$ cat config.mk
export PLATFORM = sky130hd
export DESIGN_NAME = piso_shift_transmitter
export DESIGN_NICKNAME = d
export VERILOG_FILES = /design/src/rtl/piso_shift_transmitter.sv
export SDC_FILE = /design/constraint.sdc
export NUM_CORES = 1
export LEC_CHECK = 0
export CAP_MARGIN = 20
export CORE_UTILIZATION = 40
export CTS_BUF_LIST = sky130_fd_sc_hd__clkbuf_16
export DETAILED_ROUTE_END_ITERATION = 12
export PLACE_DENSITY = 0.69
export RECOVER_POWER = 100
export SLEW_MARGIN = 20
export SYNTH_ARGS = -nofsm -noshare
export SYNTH_HDL_FRONTEND = slang
export SYNTH_SLANG_ARGS = --single-unit
$ cat constraint.sdc
create_clock -name clk -period 2.2 [get_ports clk]
set_clock_uncertainty 0.1 [all_clocks]
set_input_delay 0.44 -clock clk [delete_from_list [all_inputs] [get_ports clk]]
set_output_delay 0.44 -clock clk [all_outputs]
set_load 0.02 [all_outputs]
$ cat src/rtl/piso_shift_transmitter.sv
// piso_shift_transmitter: parallel-in / serial-out transmitter.
// Accepts a WIDTH-bit word over a valid/ready load port and shifts it out
// one bit per accepted serial handshake, MSB or LSB first. A one-cycle done
// pulse follows the final accepted bit, and a new word may be loaded in that
// same cycle.
module piso_shift_transmitter #(
  parameter int WIDTH     = 8,
  parameter bit MSB_FIRST = 1'b1
) (
  input  logic             clk,
  input  logic             rst,
  input  logic [WIDTH-1:0] load_data,
  input  logic             load_valid,
  output logic             load_ready,
  output logic             ser_out,
  output logic             ser_valid,
  input  logic             ser_ready,
  output logic             ser_last,
  output logic             busy,
  output logic             done
);

  // The counter only has to reach WIDTH-1, so it never wraps inside a word.
  localparam int CW = (WIDTH > 1) ? $clog2(WIDTH) : 1;
  localparam logic [CW-1:0] LAST_IDX = CW'(WIDTH - 1);

  typedef enum logic {
    IDLE  = 1'b0,
    SHIFT = 1'b1
  } state_t;

  state_t           state_q, state_d;
  logic [WIDTH-1:0] shreg_q, shreg_d;
  logic [CW-1:0]    cnt_q, cnt_d;
  logic             done_q, done_d;

  // The bit at the head of the shift register is always the next one to send.
  logic head_bit;
  assign head_bit = MSB_FIRST ? shreg_q[WIDTH-1] : shreg_q[0];

  // Next-state logic: capture a word in IDLE, consume one bit per handshake in SHIFT.
  always_comb begin
    state_d = state_q;
    shreg_d = shreg_q;
    cnt_d   = cnt_q;
    done_d  = 1'b0;
    case (state_q)
      IDLE: begin
        if (load_valid) begin
          shreg_d = load_data;
          cnt_d   = '0;
          state_d = SHIFT;
        end
      end
      SHIFT: begin
        // load_valid is deliberately not looked at here; words offered while
        // shifting are simply not accepted (load_ready is low).
        if (ser_ready) begin
          shreg_d = MSB_FIRST ? (shreg_q << 1) : (shreg_q >> 1);
          if (cnt_q == LAST_IDX) begin
            state_d = IDLE;
            cnt_d   = '0;
            done_d  = 1'b1;
          end else begin
            cnt_d = cnt_q + CW'(1);
          end
        end
      end
      default: begin
        state_d = IDLE;
      end
    endcase
  end

  // State registers; reset wins over any simultaneous load or acceptance.
  always_ff @(posedge clk) begin
    if (rst) begin
      state_q <= IDLE;
      shreg_q <= '0;
      cnt_q   <= '0;
      done_q  <= 1'b0;
    end else begin
      state_q <= state_d;
      shreg_q <= shreg_d;
      cnt_q   <= cnt_d;
      done_q  <= done_d;
    end
  end

  // Outputs are decoded from registered state only, so they are glitch-free
  // with respect to the inputs and idle values are forced to zero.
  always_comb begin
    load_ready = 1'b0;
    ser_valid  = 1'b0;
    busy       = 1'b0;
    ser_out    = 1'b0;
    ser_last   = 1'b0;
    if (state_q == SHIFT) begin
      ser_valid = 1'b1;
      busy      = 1'b1;
      ser_out   = head_bit;
      ser_last  = (cnt_q == LAST_IDX);
    end else begin
      load_ready = 1'b1;
    end
  end

  assign done = done_q;

endmodule
==> results of run 1 <==
per-layer routing:
metal  track usage  up-vias  part of all wire
li1              -      253                 -
met1         0.205      217              0.47
met2         0.234       11              0.47
met3        0.0435        2             0.045
met4        0.0581        0             0.013
met5             0        -                 0
power by group:
part           switching, mW  internal (mW)  total, mW
sequential            0.0112          0.252      0.263
clock                 0.0894          0.239      0.328
combinational         0.0473         0.0511     0.0984
state kept, by name (all words and copies together), names as in the netlist:
name and cells:
state_q 1, done 1, shreg_q 8, cnt_q 3
tightest hold or removal path, cell delays in order, from the launching register on:
cell	delay (ns)
dfxtp_1	0.32
nand2_1	0.06
a21oi_1	0.06
cells in the final DEF (no fill, tap or decap):
cell type,n
dfxtp_1,13
and2_1,2
inv_1,1
inv_2,1
a21oi_1,1
clkbuf_1,1
nand3_1,2
nor2_2,3
clkdlybuf4s50_1,10
a211oi_1,2
nor3b_1,1
a32oi_1,3
buf_4,2
clkbuf_16,3
mux2_1,1
mux2i_1,8
a211oi_2,5
ha_1,2
dlygate4sd3_1,6
nand2_1,1
nor2_1,10
how the worst min path moves through the flow:
stage                             to        from  slack, ns  cells after the start
final                     shreg_q[0]  shreg_q[0]       0.39                      2
after detailed placement  shreg_q[0]  shreg_q[0]       0.35                      2
after CTS                 shreg_q[0]  shreg_q[0]       0.40                      2
after floorplan           shreg_q[0]  shreg_q[0]       0.33                      2
after global placement    shreg_q[0]  shreg_q[0]       0.35                      2
after global routing      shreg_q[4]  shreg_q[4]       0.44                      2
through the flow:
stage	cell area [sq um]	hold slack (ns)	total power [mW]	setup WS [ns]
after floorplan	632	0.332	0.338	0.578
after global placement	797	0.346	0.372	0.292
after detailed placement	797	0.352	0.373	0.281
after CTS	876	0.398	0.708	0.0260
after global routing	856	0.440	0.725	0.0394
final	856	0.387	0.690	0.110
cell families (layout without fill, tap and decap cells):
group           count (synthesis)  after routing
fa+ha+maj                       2              2
buf+inv                         6             24
flops                          13             13
compound gates                 11             11
simple gates                   19             19
mux                             9              9
layout make-up:
type / count / area (sq um) / share of cell area
Multi-Input combinational cell: 41 / 315 / 0.368
Sequential cell: 13 / 260 / 0.304
Timing Repair Buffer: 19 / 179 / 0.209
Clock buffer: 3 / 75.1 / 0.0877
Tap cell: 15 / 18.8 / 0.0219
Clock inverter: 1 / 3.75 / 0.00439
Inverter: 1 / 3.75 / 0.00439
==> impl_metrics.ini, run 1 <==
[status]
outcome = complete, no violations

[routing]
drtAntennaViolNets = 0
viasPerCell = 5.19
wl_per_cell_um = 12.2
vias = 483
drc = 0
wl_um = 1130
dr.pass1.iters = 2
drt_iter0_drc = 2

[critical_path]
r2r_cells = 3
crit_slowest_cell = dlygate4sd3_1
end_kind = primary output
cp-endpoint = ser_out
path_buf_inv = 1
worstPathCellList = and2_1 > dlygate4sd3_1
cpPeakStageDelay_ns = 0.67
r2r_slack_ns = 0.62
cp_max_fo = 9
crit-reg2reg-launch = state_q
rr_endpoint = shreg_q[1]
critPathRequiredTime_ns = 1.66
crit_family = buffers and inverters
crit_path_start_kind = flop
cp-startpoint = state_q
cp.arrival_ns = 1.55
path_depth = 2
crit_type = flop to primary output

[synth]
ys_seq_area_frac = 0.412
synth_top_family_by_area = compound AO/OA/AOI/OAI gates
synthXorXnorAreaFrac = 0
ys_warn_count = 0
synth.largest_area_cell = dfxtp_1
synth.cells.most_frequent = 13 x dfxtp_1, 10 x nor2_1, 8 x mux2i_1, 7 x a211oi_2
synth_top_area_share = 0.412
ys_async_sr_fraction = 0
syn_area_per_cell_sq_um = 10.5
yosys.area_share.simple = 0.143
synth_cell_types = 18
synth_compound_area_frac = 0.188
synth.area.top_cells = dfxtp_1 41%, a211oi_2 14%, mux2i_1 13%
synthesis.area_sq_um = 632
synth.most_common_cell = dfxtp_1
synth_fa_ha_area_frac = 0.0396
syn_inst = 60
synth_edf_count = 0
synthFlopType = dfxtp_1
synth_mux_area_frac = 0.150
synth_seq_cells = 13
synth_nets = 74

[timing]
setup_violations = 0
hold_viol_final = 0
slew_headroom = 0.622
fin_crit_sh = 0.950
finalMaxSlewViolations = 0
finalSetupTns_ns = 0
fmax_mhz = 479
rsz0062_at_grt = no
worstMarginPinSlew_ns = 0.565
fin_crit_ns = 2.09

[placement]
io_buffers = 17
dpl.hpwl_um = 765
gp_congestion = 0.757
dp_cells = 89

[clocking]
cts_buffers = 3
clock_path_buffers = 2
cts_max_level = 1
cts_resized = 0
clock_latency_ns = 0.23
cts_tree = yes
cts-hold-fix-buffers = 0
clkTransAtPathRegs_ns = 0.04
cts_setup_buffers = 0
clock_sinks = 13
cts-root-buf = clkbuf_16

[floorplan]
coreArea_sq_um = 1380
pin_count = 18
die_y_um = 41.7
dieArea_sq_um = 1740
die_w_um = 41.7
start_util = 0.457
placementRows = 13

[finish]
final.fill_count = 113
areaGrowthSynthToFinish_pct = 35.4
drive_gt1_frac = 0.179
diodes = 0
final_nets = 93
layout.cells.non_filler = 93
finish.utilization = 0.619

[pwr]
p_leak_nw = 0.349
vdd_drop_max_mv = 0.519
cellPowerDensity_nw_per_um2 = 806

[global_routing]
grt_pass1_vias = 462
grt_use_total = 0.154
antenna_found_initial = 0
grt-ovfl-total = 0
grt_first_pass_wirelength_um = 2070
grt_start_max_net_pins = 15

[min_path]
hold_path.class = flop to flop

[flow_run]
maxCapViolCount = 0
Power figures use the tool's default switching activity.
==> inputs of run 2 (changes only) <==
--- a/config.mk
+++ b/config.mk
@@ -6,11 +6,13 @@
 export NUM_CORES = 1
 export LEC_CHECK = 0
 export CAP_MARGIN = 20
+export CORE_ASPECT_RATIO = 1.1
 export CORE_UTILIZATION = 40
 export CTS_BUF_LIST = sky130_fd_sc_hd__clkbuf_16
 export DETAILED_ROUTE_END_ITERATION = 12
 export PLACE_DENSITY = 0.69
 export RECOVER_POWER = 100
+export REMOVE_ABC_BUFFERS = 1
 export SLEW_MARGIN = 20
 export SYNTH_ARGS = -nofsm -noshare
 export SYNTH_HDL_FRONTEND = slang
==> run 2 against run 1 <==
  * Global-route usage shrank 1.7 points
  * Hold slack lost 0.039 ns
  * Design area increased by 0.15%
  * Via count shrank 2.3%
  * First-iteration DRC count is 50% lower
  * Sequential share of layout area about the same
  * Setup slack worse by 0.0043 ns
  * Power decreased by 0.32%
  * Largest cell class unchanged
  * Largest power group unchanged
==> impl_metrics.ini, run 2 (same netlist as run 1, synthesis figures left out) <==
[routing]
drt_iter0_drc = 1
drtAntennaViolNets = 0
vias = 472
dr.pass1.iters = 2
viasPerCell = 5.02
wl_per_cell_um = 10.9
wl_um = 1030
drc = 0

[critical_path]
cp.arrival_ns = 1.55
crit_path_start_kind = flop
r2r_slack_ns = 0.49
critPathRequiredTime_ns = 1.66
r2r_cells = 4
crit-reg2reg-launch = state_q
crit_type = flop to primary output
rr_endpoint = shreg_q[1]
cp_max_fo = 8
end_kind = primary output

[global_routing]
grt-ovfl-total = 0
antenna_found_initial = 0
grt_start_max_net_pins = 15
grt_first_pass_wirelength_um = 1610
grt_pass1_vias = 416
grt_use_total = 0.137

[placement]
dpl.hpwl_um = 723
gp_congestion = 0.642
io_buffers = 17
dp_slack_ns = 0.273
dp_cells = 90

[finish]
seq_area_sq_um = 260
regMostFlops = shreg_q
multi_input_area_sq_um = 310
final_cell_mix = 13 x dfxtp_1, 11 x clkdlybuf4s50_1, 10 x nor2_1, 8 x mux2i_1, 5 x dlygate4sd3_1
top_regs = shreg_q: 8 flops, cnt_q: 3 flops
areaGrowthSynthToFinish_pct = 35.6
drive_gt1_frac = 0.167
final.fill_count = 135
layout.cells.non_filler = 94
final_nets = 93
largest_reg_flops = 8
mostFrequentLayoutCell = dfxtp_1
diodes = 0

[timing]
fin_crit_ns = 2.09
slew_headroom = 0.636
fin_crit_sh = 0.952
worstMarginPinSlew_ns = 0.546
hold_ws_ns = 0.348
fmax_mhz = 478
hold_viol_final = 0
rsz0062_at_grt = no
finalMaxSlewViolations = 0
finalSetupTns_ns = 0
setup_violations = 0
layout_setup_ws_ns = 0.106

[clocking]
cts-root-buf = clkbuf_16
cts_setup_buffers = 0
clkTransAtPathRegs_ns = 0.04
cts_max_level = 1
clock_path_buffers = 2
cts-hold-fix-buffers = 0
clock_latency_ns = 0.24
cts_buffers = 3
clock_sinks = 13
cts_tree = yes

[pwr]
finalPower_mw = 0.688
cellPowerDensity_nw_per_um2 = 802
vdd_drop_max_mv = 0.483
p_leak_nw = 0.352

[flow_run]
maxCapViolCount = 0

[floorplan]
die_y_um = 43.7
dieArea_sq_um = 1740
coreArea_sq_um = 1420
start_util = 0.445
die_w_um = 39.9
placementRows = 14
pin_count = 18

[status]
outcome = complete, no violations

[min_path]
hold_path.class = flop to flop
hp-start = shreg_q[0]
holdPathStages = 2
min_to = shreg_q[0]
==> run 2: cell count changes in the layout (fill, tap and decap cells not counted) <==
cell             change
a211oi_1             +1
a211oi_2             -1
clkbuf_1             -1
clkdlybuf4s50_1      +1
dlygate4sd2_1        +1
dlygate4sd3_1        -1
==> run 2: power breakdown <==
part | total [mW] | switching [mW] | internal [mW] | leakage (nW)
registers | 0.263 | 0.0105 | 0.252 | 0.107
logic | 0.0967 | 0.0456 | 0.0510 | 0.202
clock network | 0.328 | 0.0896 | 0.239 | 0.0423
total | 0.688 | 0.146 | 0.542 | 0.352
==> run 2: timing repair <==
action	in CTS	in global routing
setup endpoints to repair	1	0
resized for setup	1	0
endpoints found under the hold margin	0	0
==> run 2: through the flow <==
stage | util | instance area [sq um]
floorplan | - | 593
global placement | 0.563 | 798
detailed placement | 0.563 | 798
CTS | 0.617 | 876
global route | 0.604 | 857
finish | 0.604 | 857
==> run 2: per-layer routing <==
metal	routed length, um	global-route usage
met2	451	0.206
met4	6	0.0621
met5	0	0
met1	502	0.163
met3	65	0.0615
==> run 2: worst max path at each step <==
stage | end | cells after the start | from | slack [ns]
3_3_place_gp | ser_last | 4 | cnt_q[0] | 0.29
4_1_cts | busy | 2 | state_q | 0.12
6_report | load_ready | 3 | state_q | 0.11
3_5_place_dp | ser_last | 4 | cnt_q[0] | 0.27
2_1_floorplan | ser_last | 1 | state_q | 0.37
5_1_grt | load_ready | 3 | state_q | 0.04
==> run 2: critical path, cell delays in order (launching register included) <==
cell	delay, ns
dfxtp_1	0.45
buf_4	0.20
inv_2	0.04
dlygate4sd3_1	0.64
==> run 2: area by class of cell <==
class                           instances  area share
Clock inverter                          1     0.00438
Tap cell                               16      0.0234
Sequential cell                        13       0.304
Clock buffer                            3      0.0876
Multi-Input combinational cell         41       0.362
Timing Repair Buffer                   19       0.215
Inverter                                1     0.00438
==> inputs of run 3 (changes only) <==
--- a/config.mk
+++ b/config.mk
@@ -7,13 +7,14 @@
 export LEC_CHECK = 0
 export CAP_MARGIN = 20
 export CORE_ASPECT_RATIO = 1.1
+export CORE_MARGIN = 2
 export CORE_UTILIZATION = 40
 export CTS_BUF_LIST = sky130_fd_sc_hd__clkbuf_16
 export DETAILED_ROUTE_END_ITERATION = 12
 export PLACE_DENSITY = 0.69
 export RECOVER_POWER = 100
 export REMOVE_ABC_BUFFERS = 1
-export SLEW_MARGIN = 20
+export SLEW_MARGIN = 0
 export SYNTH_ARGS = -nofsm -noshare
 export SYNTH_HDL_FRONTEND = slang
 export SYNTH_SLANG_ARGS = --single-unit
==> run 3 against run 2 <==
  * Global-route usage fell by 0.054 points
  * Final cell count grew 1.1%
  * Combinational power rose by 0.8%
  * First-iteration DRC count decreased by 100%
  * Largest power group unchanged
  * Register-to-register slack worse by 0.02 ns
  * Critical path type unchanged
==> impl_metrics.ini, run 3 (same netlist as run 1, synthesis figures left out) <==
[timing]
worstMarginPinSlew_ns = 0.552
fmax_mhz = 488
finalMaxSlewViolations = 0
rsz0062_at_grt = no
hold_ws_ns = 0.362
finalSetupTns_ns = 0
fin_crit_ns = 2.05
hold_viol_final = 0
slew_headroom = 0.631
fin_crit_sh = 0.931
setup_violations = 0

[global_routing]
grt_pass1_vias = 473
grt_use_total = 0.137
antenna_found_initial = 0
grt_first_pass_wirelength_um = 1920
grt_start_max_net_pins = 15
grt-ovfl-total = 0

[floorplan]
die_y_um = 45.7
placementRows = 15
start_util = 0.416
dieArea_sq_um = 1910
pin_count = 18
die_w_um = 41.9
coreArea_sq_um = 1520

[routing]
wl_per_cell_um = 12.5
drt_iter0_drc = 0
drc = 0
viasPerCell = 5.04
drtAntennaViolNets = 0
dr.pass1.iters = 1
vias = 479
wl_um = 1190

[finish]
largest_reg_flops = 8
diodes = 0
areaGrowthSynthToFinish_pct = 35.8
final_cell_mix = 13 x dfxtp_1, 10 x nor2_1, 10 x clkdlybuf4s50_1, 8 x mux2i_1, 6 x dlygate4sd3_1
drive_gt1_frac = 0.167
regMostFlops = shreg_q
postLayoutCellArea_sq_um = 858
final_nets = 93
top_regs = shreg_q: 8 flops, cnt_q: 3 flops
mostFrequentLayoutCell = dfxtp_1

[pwr]
vdd_drop_max_mv = 0.508
p_leak_nw = 0.354
cellPowerDensity_nw_per_um2 = 810

[placement]
dpl.hpwl_um = 859
gp_congestion = 0.745
io_buffers = 17
place_area_sq_um = 800

[critical_path]
crit_path_start_kind = flop
cp_max_fo = 7
crit_type = flop to primary output
end_kind = primary output
cp.arrival_ns = 1.51
r2r_slack_ns = 0.47
r2r_cells = 4
rr_endpoint = shreg_q[5]
critPathRequiredTime_ns = 1.66
crit-reg2reg-launch = state_q

[clocking]
cts_setup_buffers = 0
clkTransAtPathRegs_ns = 0.04
clock_latency_ns = 0.24
cts-root-buf = clkbuf_16
clock_path_buffers = 2
cts_tree = yes
clock_sinks = 13
cts_max_level = 1
cts_buffers = 3

[min_path]
holdPathStages = 2
hold_path.class = flop to flop
hp-start = shreg_q[0]
min_to = shreg_q[0]

[flow_run]
maxCapViolCount = 0

[status]
outcome = complete, no violations
-- run 3: layout make-up --
cell class / count / area (sq um)
fill: 143 / 662
clock buffer: 3 / 75.1
clock inverter: 1 / 3.75
inverter: 1 / 3.75
timing repair buffer: 19 / 184
sequential: 13 / 260
multi-input combinational: 41 / 310
tap: 17 / 21.3
-- run 3: report_power, final --
part | internal [mW] | switching, mW | total [mW]
Sequential | 0.252 | 0.0105 | 0.263
Clock | 0.239 | 0.0958 | 0.335
Combinational | 0.0506 | 0.0470 | 0.0975
-- run 3: per-layer routing --
metal / GRT usage / part of all wire / vias to the layer above
li1: - / - / 249
met1: 0.161 / 0.47 / 207
met2: 0.222 / 0.44 / 18
met3: 0.0317 / 0.061 / 5
met4: 0.0968 / 0.034 / 0
met5: 0 / 0 / -
-- run 3: what timing repair did --
item | CTS | global route
hold buffers | 0 | 0
gates resized for setup | 1 | 0
endpoints found under the setup margin | 1 | 0
-- run 3: metrics by stage --
stage | power (mW) | setup slack [ns] | std cells | util
after global placement | 0.371 | 0.280 | 91 | 0.526
final | 0.695 | 0.152 | 95 | 0.565
after global routing | 0.718 | 0.0967 | 95 | 0.565
after CTS | 0.712 | 0.164 | 95 | 0.577
after detailed placement | 0.374 | 0.264 | 91 | 0.526
after floorplan | 0.326 | 0.375 | 55 | -
-- run 3: worst max path at each step --
stage / to / start / slack [ns]
3_3_place_gp: ser_last / cnt_q[0] / 0.28
5_1_grt: ser_out / state_q / 0.1
2_1_floorplan: ser_last / state_q / 0.37
3_5_place_dp: ser_last / cnt_q[0] / 0.26
6_report: ser_out / state_q / 0.15
4_1_cts: load_ready / state_q / 0.16
-- run 3: critical path: stages, from the launching register on --
cell           delay [ns]
dfxtp_1              0.44
and2_1               0.16
dlygate4sd3_1        0.66
